File: src/rtl/regdst_pkg.sv
// Shared constants for the register-destination tracking pipeline:
// architectural register numbers and destination-select slot encodings.
package regdst_pkg;

    localparam int DEF_ADDR_W = 5;

    localparam int REG_ZERO = 0;
    localparam int REG_SP   = 29;
    localparam int REG_RA   = 31;

    // Slots 2 and 3 are hard-wired; slots 0, 1 and 4+ come from the source bus.
    localparam int SEL_RT = 0;
    localparam int SEL_RD = 1;
    localparam int SEL_SP = 2;
    localparam int SEL_RA = 3;

endpackage

File: src/rtl/regdst_stage.sv
// One {valid, dest} tracking register. Bubble beats hold, hold beats load.
module regdst_stage
    import regdst_pkg::*;
#(
    parameter int ADDR_W = DEF_ADDR_W
) (
    input  logic              i_clk,
    input  logic              i_rstN,
    input  logic              i_hold,
    input  logic              i_bubble,
    input  logic              i_valid,
    input  logic [ADDR_W-1:0] i_dest,
    output logic              o_valid,
    output logic [ADDR_W-1:0] o_dest
);

    logic              r_valid;
    logic [ADDR_W-1:0] r_dest;

    always_ff @(posedge i_clk) begin
        if (!i_rstN) begin
            r_valid <= 1'b0;
            r_dest  <= '0;
        end else if (i_bubble) begin
            r_valid <= 1'b0;
            r_dest  <= '0;
        end else if (!i_hold) begin
            r_valid <= i_valid;
            r_dest  <= i_dest;
        end
    end

    assign o_valid = r_valid;
    assign o_dest  = r_dest;

endmodule

File: src/rtl/regdst_pipe.sv
// Destination-register selector with an in-flight tracking pipeline that
// reports read-after-write hazards for two source operands.
module regdst_pipe
    import regdst_pkg::*;
#(
    parameter int ADDR_W = DEF_ADDR_W,
    parameter int SEL_W  = 3,
    parameter int STAGES = 3,
    parameter int CONST2 = REG_SP,
    parameter int CONST3 = REG_RA
) (
    input  logic                          clk,
    input  logic                          reset,
    input  logic                          issue_valid,
    input  logic                          wr_en,
    input  logic [SEL_W-1:0]              sel,
    input  logic [(2**SEL_W)*ADDR_W-1:0]  src_bus,
    input  logic                          stall,
    input  logic                          flush,
    input  logic [ADDR_W-1:0]             rs_addr,
    input  logic [ADDR_W-1:0]             rt_addr,
    output logic [ADDR_W-1:0]             dest_sel,
    output logic                          hazard_rs,
    output logic                          hazard_rt,
    output logic                          wb_valid,
    output logic [ADDR_W-1:0]             wb_dest
);

    logic [ADDR_W-1:0] w_destSel;
    logic              w_entryValid;

    logic [STAGES-1:0] w_stgValid;
    logic [ADDR_W-1:0] w_stgDest [STAGES];
    logic [STAGES-1:0] w_inValid;
    logic [ADDR_W-1:0] w_inDest  [STAGES];
    logic [STAGES-1:0] w_hold;
    logic [STAGES-1:0] w_bubble;

    logic w_hitRs;
    logic w_hitRt;

    always_comb begin
        case (int'(sel))
            SEL_SP:  w_destSel = ADDR_W'(CONST2);
            SEL_RA:  w_destSel = ADDR_W'(CONST3);
            default: w_destSel = src_bus[int'(sel)*ADDR_W +: ADDR_W];
        endcase
    end

    // $zero is never tracked, so it can neither hazard nor write back.
    assign w_entryValid = issue_valid & wr_en & (w_destSel != ADDR_W'(REG_ZERO));
    assign dest_sel     = w_destSel;

    // A stall freezes stage 1 and feeds a bubble into stage 2 so that older
    // entries keep draining; flush overrides the stall and empties stage 1.
    always_comb begin
        w_inValid[0] = w_entryValid;
        w_inDest[0]  = w_destSel;
        w_hold[0]    = stall;
        w_bubble[0]  = flush;
        for (int i = 1; i < STAGES; i++) begin
            w_inValid[i] = w_stgValid[i-1];
            w_inDest[i]  = w_stgDest[i-1];
            w_hold[i]    = 1'b0;
            w_bubble[i]  = (i == 1) ? (stall & ~flush) : 1'b0;
        end
    end

    for (genvar gi = 0; gi < STAGES; gi++) begin : g_stage
        regdst_stage #(
            .ADDR_W (ADDR_W)
        ) u_stage (
            .i_clk    (clk),
            .i_rstN   (reset),
            .i_hold   (w_hold[gi]),
            .i_bubble (w_bubble[gi]),
            .i_valid  (w_inValid[gi]),
            .i_dest   (w_inDest[gi]),
            .o_valid  (w_stgValid[gi]),
            .o_dest   (w_stgDest[gi])
        );
    end

    // The writeback stage is included: no same-cycle write/read bypass exists.
    always_comb begin
        w_hitRs = 1'b0;
        w_hitRt = 1'b0;
        for (int i = 0; i < STAGES; i++) begin
            if (w_stgValid[i] && (w_stgDest[i] == rs_addr)) w_hitRs = 1'b1;
            if (w_stgValid[i] && (w_stgDest[i] == rt_addr)) w_hitRt = 1'b1;
        end
    end

    assign hazard_rs = w_hitRs & (rs_addr != ADDR_W'(REG_ZERO));
    assign hazard_rt = w_hitRt & (rt_addr != ADDR_W'(REG_ZERO));

    assign wb_valid = w_stgValid[STAGES-1];
    assign wb_dest  = w_stgDest[STAGES-1];

endmodule

File: config.mk
export PLATFORM = sky130hd
export DESIGN_NAME = regdst_pipe
export DESIGN_NICKNAME = d
export VERILOG_FILES = /design/src/rtl/regdst_pkg.sv /design/src/rtl/regdst_stage.sv /design/src/rtl/regdst_pipe.sv
export SDC_FILE = /design/constraint.sdc
export NUM_CORES = 1
export LEC_CHECK = 0
export ABC_AREA = 1
export ABC_CLOCK_PERIOD_IN_PS = 2500
export CAP_MARGIN = 20
export CORE_MARGIN = 4
export CORE_UTILIZATION = 44
export CTS_CLUSTER_DIAMETER = 200
export DETAILED_ROUTE_END_ITERATION = 16
export MAX_ROUTING_LAYER = met4
export PLACE_DENSITY = 0.86
export SYNTH_ARGS = -nofsm -noshare
export SYNTH_HDL_FRONTEND = slang
export SYNTH_HIERARCHICAL = 1
export SYNTH_SLANG_ARGS = --single-unit
File: constraint.sdc
create_clock -name clk -period 2.5 [get_ports clk]
set_input_delay 0.5 -clock clk [delete_from_list [all_inputs] [get_ports clk]]
set_output_delay 0.5 -clock clk [all_outputs]
set_load 0.01 [all_outputs]
======== Word level (Yosys, flattened, before mapping) ========
Index checks and enable logic that the tools add are counted.
cells by class
  multiply operators ...................... 1
  eq/ne operators ......................... 8
  shift operators ......................... 1
  mux-type cells .......................... 7
  bitwise logic cells ..................... 7
  reductions and logical operators ........ 11
operator list
  cell                                                                count
  40-bit by 7-bit indexed part select with 5-bit output               1
  5-bit == test                                                       6
  5-bit nonzero test                                                  3
  5-bit case mux with 2 select lines                                  1
  3-bit by 2-bit == test with 1-bit output, second input constant     2
  1-bit logical AND                                                   6
  3-bit by 3-bit multiplier with 6-bit output, second input constant  1
  1-bit 2-to-1 mux                                                    6
  1-bit AND                                                           5
  2-bit OR reduction                                                  2
  1-bit NOT                                                           2
storage, ports and cells
  bits in registers ....................... 18
  input bits .............................. 59
  output and inout bits ................... 13
  word-level logic and storage cells ...... 41

======== Depth between registers and ports, before layout ========
Gate-level depths: netlist of the first run.
  word-level depth ........................ 6
  gate-level depth with buffers ........... 12
  gate-level depth less buffers ........... 11

======== Hierarchy ========
The synthesis of the first run kept the hierarchy.
by module, submodules not included
  module        times used  cells an instance  area an instance (um^2)  sequential area each (um^2)
  regdst_pipe   1           188                847.1                    0.0
  regdst_stage  3           27                 206.4                    120.1

======== Least setup slack after synthesis of the first run ========
OpenSTA, ideal clock, no wires.
  path type ............................... input-to-output
  from .................................... in sel[2]
  to ...................................... out dest_sel[1]
  data arrival time ....................... 1.195 ns
  data required time ...................... 2.000 ns
  path slack .............................. 0.805 ns
  stages on the path ...................... 8
  buffers on the path ..................... 2
  path through ............................ buf_4 inv_2 or2_0 nand2_1 nand2_1 nand2_1 inv_1 buf_4
RTL lines
  what             line               source
  start, declared  regdst_pipe.sv:16  input logic [SEL_W-1:0] sel,
  end, declared    regdst_pipe.sv:22  output logic [ADDR_W-1:0] dest_sel,

======== Final worst setup path of the first run ========
  from .................................... in sel[1]
  to ...................................... out dest_sel[3]
between the ends
  cells in the longest elaborated chain, start to end .. 3
  elaborated cells between the ends (all ways) .. 5
  classes of those cells .................. 1 x mul; 2 x eq/ne; 1 x shift; 1 x mux
ends and longest elaborated chain
  what                                                   line               source
  3-bit by 3-bit multiplier with 6-bit output            regdst_pipe.sv:46  default: w_destSel = src_bus[int'(sel)*ADDR_W +: ADDR_W];
  40-bit by 7-bit indexed part select with 5-bit output  regdst_pipe.sv:46
  5-bit case mux with 2 select lines *                   regdst_pipe.sv:43  case (int'(sel))
Every way passes the cells marked *; elsewhere a longest branch is shown, timed or not.

==> qor.yml, run 1 <==
outcome: "finished clean"
placed_area_sq_um: 2220
track_usage: 0.231
min_to: "g_stage[0].u_stage/o_valid$_SDFFE_PP0N_"
power_mw: 0.718
drive_above_1_share: 0.0878
synth_seq_cells: 18
vias: 1921
timing.rr.start: "g_stage[0].u_stage/o_dest[0]$_SDFFE_PP0N_"
io_buffers: 61
fmax_mhz: 417
timing.critical_path.fanout_max: 4
multiInputGateArea_sq_um: 948
regArea_sq_um: 360
synth_cell_type_count: 15
gr-usage-met1: 0.294
synth_top_cell_by_area: "dfxtp_1"
gr-usage-met3: 0.0342
reg2reg_depth: 2
cp_num_buf_inv: 4
fp.coreArea_sq_um: 3130
rsz0062_at_grt: "false"
reg2reg_slack_ns: 1.75
synthTopCellsByArea: "dfxtp_1 25%, nand2_1 24%, inv_1 9.2%"
firstDrtPassIters: 4
synth_common_cells: "95 x nand2_1, 36 x inv_1, 25 x a21oi_1, 25 x nand3_1, 25 x nor2_1"
synth-async-reset-ratio: 0
grt_pass1_vias: 1726
min_from: "g_stage[0].u_stage/o_valid$_SDFFE_PP0N_"
min_period_over_period: 0.959
setup_viol: 0
endpoint_kind: "output port"
cp.arrival_ns: 1.90
dp_hpwl_um: 3910
cts_sinks: 18
viasPerCell: 4.84
route.detailed.drc: 0
ir_drop_mv: 0.171
drt_iter0_drc: 170
hp-class: "reg -> reg"
dpl_worst_slack_ns: -0.219
clk_path_buf_depth: 2
cts_buffers: 3
post_cts_buffers: 0
cts_tree: "built"
cts-root-buf: "clkbuf_4"
hold_buffers: 0
postLayoutCoreUtil: 0.721
start_kind: "primary input"
finClkSkew_ns: 0.00282
synth-seq-area-share: 0.246
finalMaxSlewViolations: 0
top_usage_layer: "met2"
placed_cells: 393
start_util: 0.469
hold_slack_ns: 0.525
gr-total-overflow: 0
period_needed_ns: 2.40
grtUsageMet2: 0.370
cp.required_ns: 2.00
io_pins: 72
ys.warnings.count: 6
htree_levels: 1
syn2layout_area_growth_pct: 53.8
grt_pass1_wl_um: 7580
row_count: 20
finalInstanceArea_sq_um: 2260
synthesis.area_sq_um: 1470
antenna_left: 0
fin_tns_setup_ns: 0
hold_viol: 0
antenna_found_initial: 0
slowest_delay_ns: 0.51
synth_most_common_cell: "nand2_1"
die_w_um: 65.7
worstSetupPathType: "in -> out"
dieArea_sq_um: 4320
yosysTopAreaCellShare: 0.246
place.gp.congestion: 0.973
layout.cells.non_filler: 397
grt_max_degree: 15
antennaDiodeCount: 0
wl_per_cell_um: 11.7
synth_flop_cell: "dfxtp_1"
crit_family: "buffers and inverters"
cap_violations: 0
die_y_um: 65.7
synth_enable_flop_cells: 0
leakage_nw: 1.05
holdPathStages: 2
syn_avg_cell_area_sq_um: 5.45
power_density_nw_per_um2: 318
wl_um: 4660
syn_inst: 269
rr_endpoint: "g_stage[0].u_stage/o_dest[0]$_SDFFE_PP0N_"
clk_latency_ns: 0.30
fillers: 293
fin_ws_ns: 0.101
finalNetCount: 413
clk_pin_slew_worst_paths_ns: 0.10
cp_slowest_cell: "clkdlybuf4s50_1"
cp_cell_sequence: "clkdlybuf4s50_1, nand2_1, inv_2, nand3_1, nand2_1, inv_1, clkdlybuf4s50_1"
kinds of logic after synthesis:
family	share of synthesized area
and+or+nand+nor	0.417
buffers and inverters	0.148
AOI/OAI and AO/OA	0.156
DFF	0.246
xor gates and xnor gates	0.0299
other	0.00256
per-layer routing:
metal	part of all wire	up-vias	wire length, um
li1	-	994	-
met1	0.44	836	2030
met2	0.46	83	2160
met3	0.082	8	382
met4	0.018	0	86
met5	0	-	0
how the worst max path moves through the flow:
stage          startpoint  slack (ns)           to  cells past startpoint
2_1_floorplan      sel[2]        0.81  dest_sel[1]                      8
4_1_cts        rs_addr[2]       -0.06    hazard_rs                      9
3_3_place_gp       sel[0]       -0.21  dest_sel[2]                      9
3_5_place_dp       sel[0]       -0.22  dest_sel[4]                      9
6_report           sel[1]        0.10  dest_sel[3]                      7
5_1_grt        rt_addr[2]      0.0006    hazard_rt                     10
tightest hold or removal path, cell delays in order, from the launching register on:
cell     delay (ns)
dfxtp_1        0.36
nand2_1        0.07
a21oi_1        0.06
final cells by class:
| cell class | instances | area share |
|---|---|---|
| clock buffers | 4 | 0.0161 |
| repair buffers | 74 | 0.309 |
| multi-input cells | 216 | 0.420 |
| flip-flops and latches | 18 | 0.160 |
| well taps | 44 | 0.0244 |
| inverters | 41 | 0.0704 |
sequential cells by signal, indices dropped and copies added, names as in the netlist:
| name | count |
|---|---|
| g_stage.u_stage/o_dest | 15 |
| g_stage.u_stage/o_valid | 3 |
power by group:
part	switching (mW)	internal [mW]
Clock	0.0934	0.0889
Sequential	0.00871	0.292
Combinational	0.108	0.126
cells in the final DEF, fill, tap and decap left out, types with 9 or more instances in the layout:
cell,netlist,routed
nor2_1,25,25
dlygate4sd2_1,0,9
clkdlybuf4s50_1,0,46
nand2_1,95,95
dfxtp_1,18,18
buf_4,7,13
nand3_1,25,25
conb_1,1,15
inv_1,36,31
a21oi_1,25,23
o21ai_0,12,12
inv_2,5,9
timing repair:
| action | CTS | global route |
|---|---|---|
| endpoints found under the hold margin | 0 | 0 |
| resized for setup | 15 | 13 |
| gates cloned | 0 | 0 |
| setup endpoints to repair | 7 | 5 |
| pin swaps | 0 | 0 |
Power figures use the tool's default switching activity.
==> run 2, diff against run 1 <==
--- a/config.mk
+++ b/config.mk
@@ -6,14 +6,14 @@
 export NUM_CORES = 1
 export LEC_CHECK = 0
 export ABC_AREA = 1
-export ABC_CLOCK_PERIOD_IN_PS = 2500
-export CAP_MARGIN = 20
+export ABC_CLOCK_PERIOD_IN_PS = 2600
 export CORE_MARGIN = 4
-export CORE_UTILIZATION = 44
+export CORE_UTILIZATION = 41
 export CTS_CLUSTER_DIAMETER = 200
+export CTS_CLUSTER_SIZE = 24
 export DETAILED_ROUTE_END_ITERATION = 16
 export MAX_ROUTING_LAYER = met4
-export PLACE_DENSITY = 0.86
+export PLACE_DENSITY = 0.81
 export SYNTH_ARGS = -nofsm -noshare
 export SYNTH_HDL_FRONTEND = slang
 export SYNTH_HIERARCHICAL = 1
==> constraint.sdc (replaced) <==
create_clock -name clk -period 2.6 [get_ports clk]
set_input_delay 0.52 -clock clk [delete_from_list [all_inputs] [get_ports clk]]
set_output_delay 0.52 -clock clk [all_outputs]
set_load 0.01 [all_outputs]
==> qor.yml, run 2 (synthesized netlist as in run 1, its figures left out) <==
cp.required_ns: 2.08  # +0.08 ns
postLayoutCoreUtil: 0.675  # -0.0460
fmax_mhz: 407
wl_um: 4420  # -5.2%
cts_sinks: 18  # unchanged
rsz0062_at_grt: "false"
start_util: 0.433  # -0.0362
place.gp.congestion: 0.969  # -0.38%
layout_commonest_cell: "nand2_1"
setup_viol: 0  # unchanged
grt_pass1_vias: 1739  # +0.75%
power_mw: 0.685  # -4.5%
htree_levels: 1  # unchanged
ir_drop_mv: 0.258  # +51%
io_pins: 72  # unchanged
grt_pass1_wl_um: 7260  # -4.2%
hold_buffers: 0  # unchanged
timing.critical_path.fanout_max: 4  # unchanged
finalNetCount: 417  # +0.97%
gr-total-overflow: 0  # unchanged
cp_slowest_cell: "clkdlybuf4s50_1"
placed_area_sq_um: 2250  # +1.5%
antenna_left: 0  # unchanged
fin_tns_setup_ns: 0  # unchanged
hold_viol: 0  # unchanged
cp_cell_sequence: "clkdlybuf4s50_1, inv_1, o22ai_1, nor2_1, nand3_1, nand3_1, nand2_1, inv_1, dlygate4sd2_1"
worstSetupPathType: "in -> out"
vias: 1901  # -1.0%
dp_hpwl_um: 3760  # -3.9%
viasPerCell: 4.72  # -2.5%
hp-class: "reg -> reg"
cts-root-buf: "clkbuf_4"
finClkSkew_ns: 0.00238  # -0.000446 ns
firstDrtPassIters: 4  # unchanged
largest_reg_flops: 15  # unchanged
route.detailed.drc: 0  # unchanged
cts_tree: "built"
endpoint_kind: "output port"
final_cell_mix: "95 x nand2_1, 45 x clkdlybuf4s50_1, 30 x inv_1"
hold_slack_ns: 0.523  # -0.00188 ns
outcome: "finished clean"
leakage_nw: 1.08  # +3.4%
clk_latency_ns: 0.29  # about the same
cts_buffers: 3  # unchanged
min_period_over_period: 0.945
die_w_um: 67.8  # +3.2%
antenna_found_initial: 0  # unchanged
fillers: 307  # +4.8%
power_density_nw_per_um2: 299  # -5.8%
track_usage: 0.209  # -0.0217
grt_max_degree: 15  # unchanged
clk_path_buf_depth: 2  # unchanged
drive_above_1_share: 0.0896  # +0.00182
wl_per_cell_um: 11.0  # -6.6%
cp.arrival_ns: 1.94  # +0.04 ns
die_y_um: 67.8  # +3.2%
finalMaxSlewViolations: 0  # unchanged
io_buffers: 61  # unchanged
fp.coreArea_sq_um: 3390  # +8.4%
antennaDiodeCount: 0  # unchanged
dieArea_sq_um: 4600  # +6.4%
start_kind: "primary input"
finalInstanceArea_sq_um: 2290  # +1.4%
slowest_delay_ns: 0.58  # +0.07 ns
drt_iter0_drc: 89  # -48%
cap_violations: 0  # unchanged
clk_pin_slew_worst_paths_ns: 0.10  # about the same
row_count: 21  # +5.0%
period_needed_ns: 2.46
syn2layout_area_growth_pct: 56.1
==> run 2: cell count changes in the layout (fill, tap and decap cells not counted), sizes merged <==
cell	previous run	this run
clkdlybuf4s50	46	45
clkinv	1	0
dlygate4sd2	9	11
clkbuf	6	4
buf	13	17
inv	40	41
dlymetal6s2s	4	5
==> run 2: area by class of cell <==
class,count,area (sq um),area share
clock buffers,4,36.3,0.0159
inverters,41,156,0.0683
multi-input cells,216,941,0.411
flip-flops and latches,18,360,0.157
well taps,46,57.6,0.0252
repair buffers,78,737,0.322
==> run 2: critical path, delay by kind of cell <==
| kind | cells | cell delay, ns |
|---|---|---|
| buffers and inverters | 4 | 1.00 |
| and+or+nand+nor | 4 | 0.26 |
| AOI/OAI and AO/OA | 1 | 0.16 |
==> run 2: timing repair <==
action,in CTS,in global routing
buffers inserted,0,0
gates resized for setup,17,6
endpoints found under the hold margin,0,0
setup endpoints to repair,7,5
==> run 2: per-stage QoR <==
step,instances,setup WS (ns)
3_3_place_gp,399,-0.131
2_1_floorplan,283,0.865
4_1_cts,403,0.0103
5_1_grt,403,0.0538
3_5_place_dp,399,-0.123
6_report,403,0.142
==> run 2: per-layer routing <==
| layer | global-route usage | part of all wire | up-vias |
|---|---|---|---|
| li1 | - | - | 1011 |
| met1 | 0.247 | 0.44 | 797 |
| met2 | 0.339 | 0.45 | 81 |
| met3 | 0.0632 | 0.088 | 12 |
| met4 | 0.0645 | 0.020 | 0 |
| met5 | - | 0 | - |
==> run 2: power breakdown <==
| group | total [mW] | switching, mW | internal [mW] |
|---|---|---|---|
| clock network | 0.169 | 0.0838 | 0.0853 |
| logic | 0.227 | 0.102 | 0.126 |
| registers | 0.289 | 0.00799 | 0.281 |
| total | 0.685 | 0.193 | 0.492 |
==> run 2: path summary, 6_finish.rpt <==
check             slack (ns)                                        end                                 startpoint  cells after the start
setup / recovery        0.14                                  hazard_rt                                 rt_addr[1]                      9
hold / removal          0.52    g_stage[2].u_stage/o_valid$_SDFFE_PP0N_    g_stage[1].u_stage/o_valid$_SDFFE_PP0N_                      2
hold reg to reg         0.52    g_stage[2].u_stage/o_valid$_SDFFE_PP0N_    g_stage[1].u_stage/o_valid$_SDFFE_PP0N_                      2
setup reg to reg        1.86  g_stage[2].u_stage/o_dest[4]$_SDFFE_PP0N_  g_stage[1].u_stage/o_dest[4]$_SDFFE_PP0N_                      2
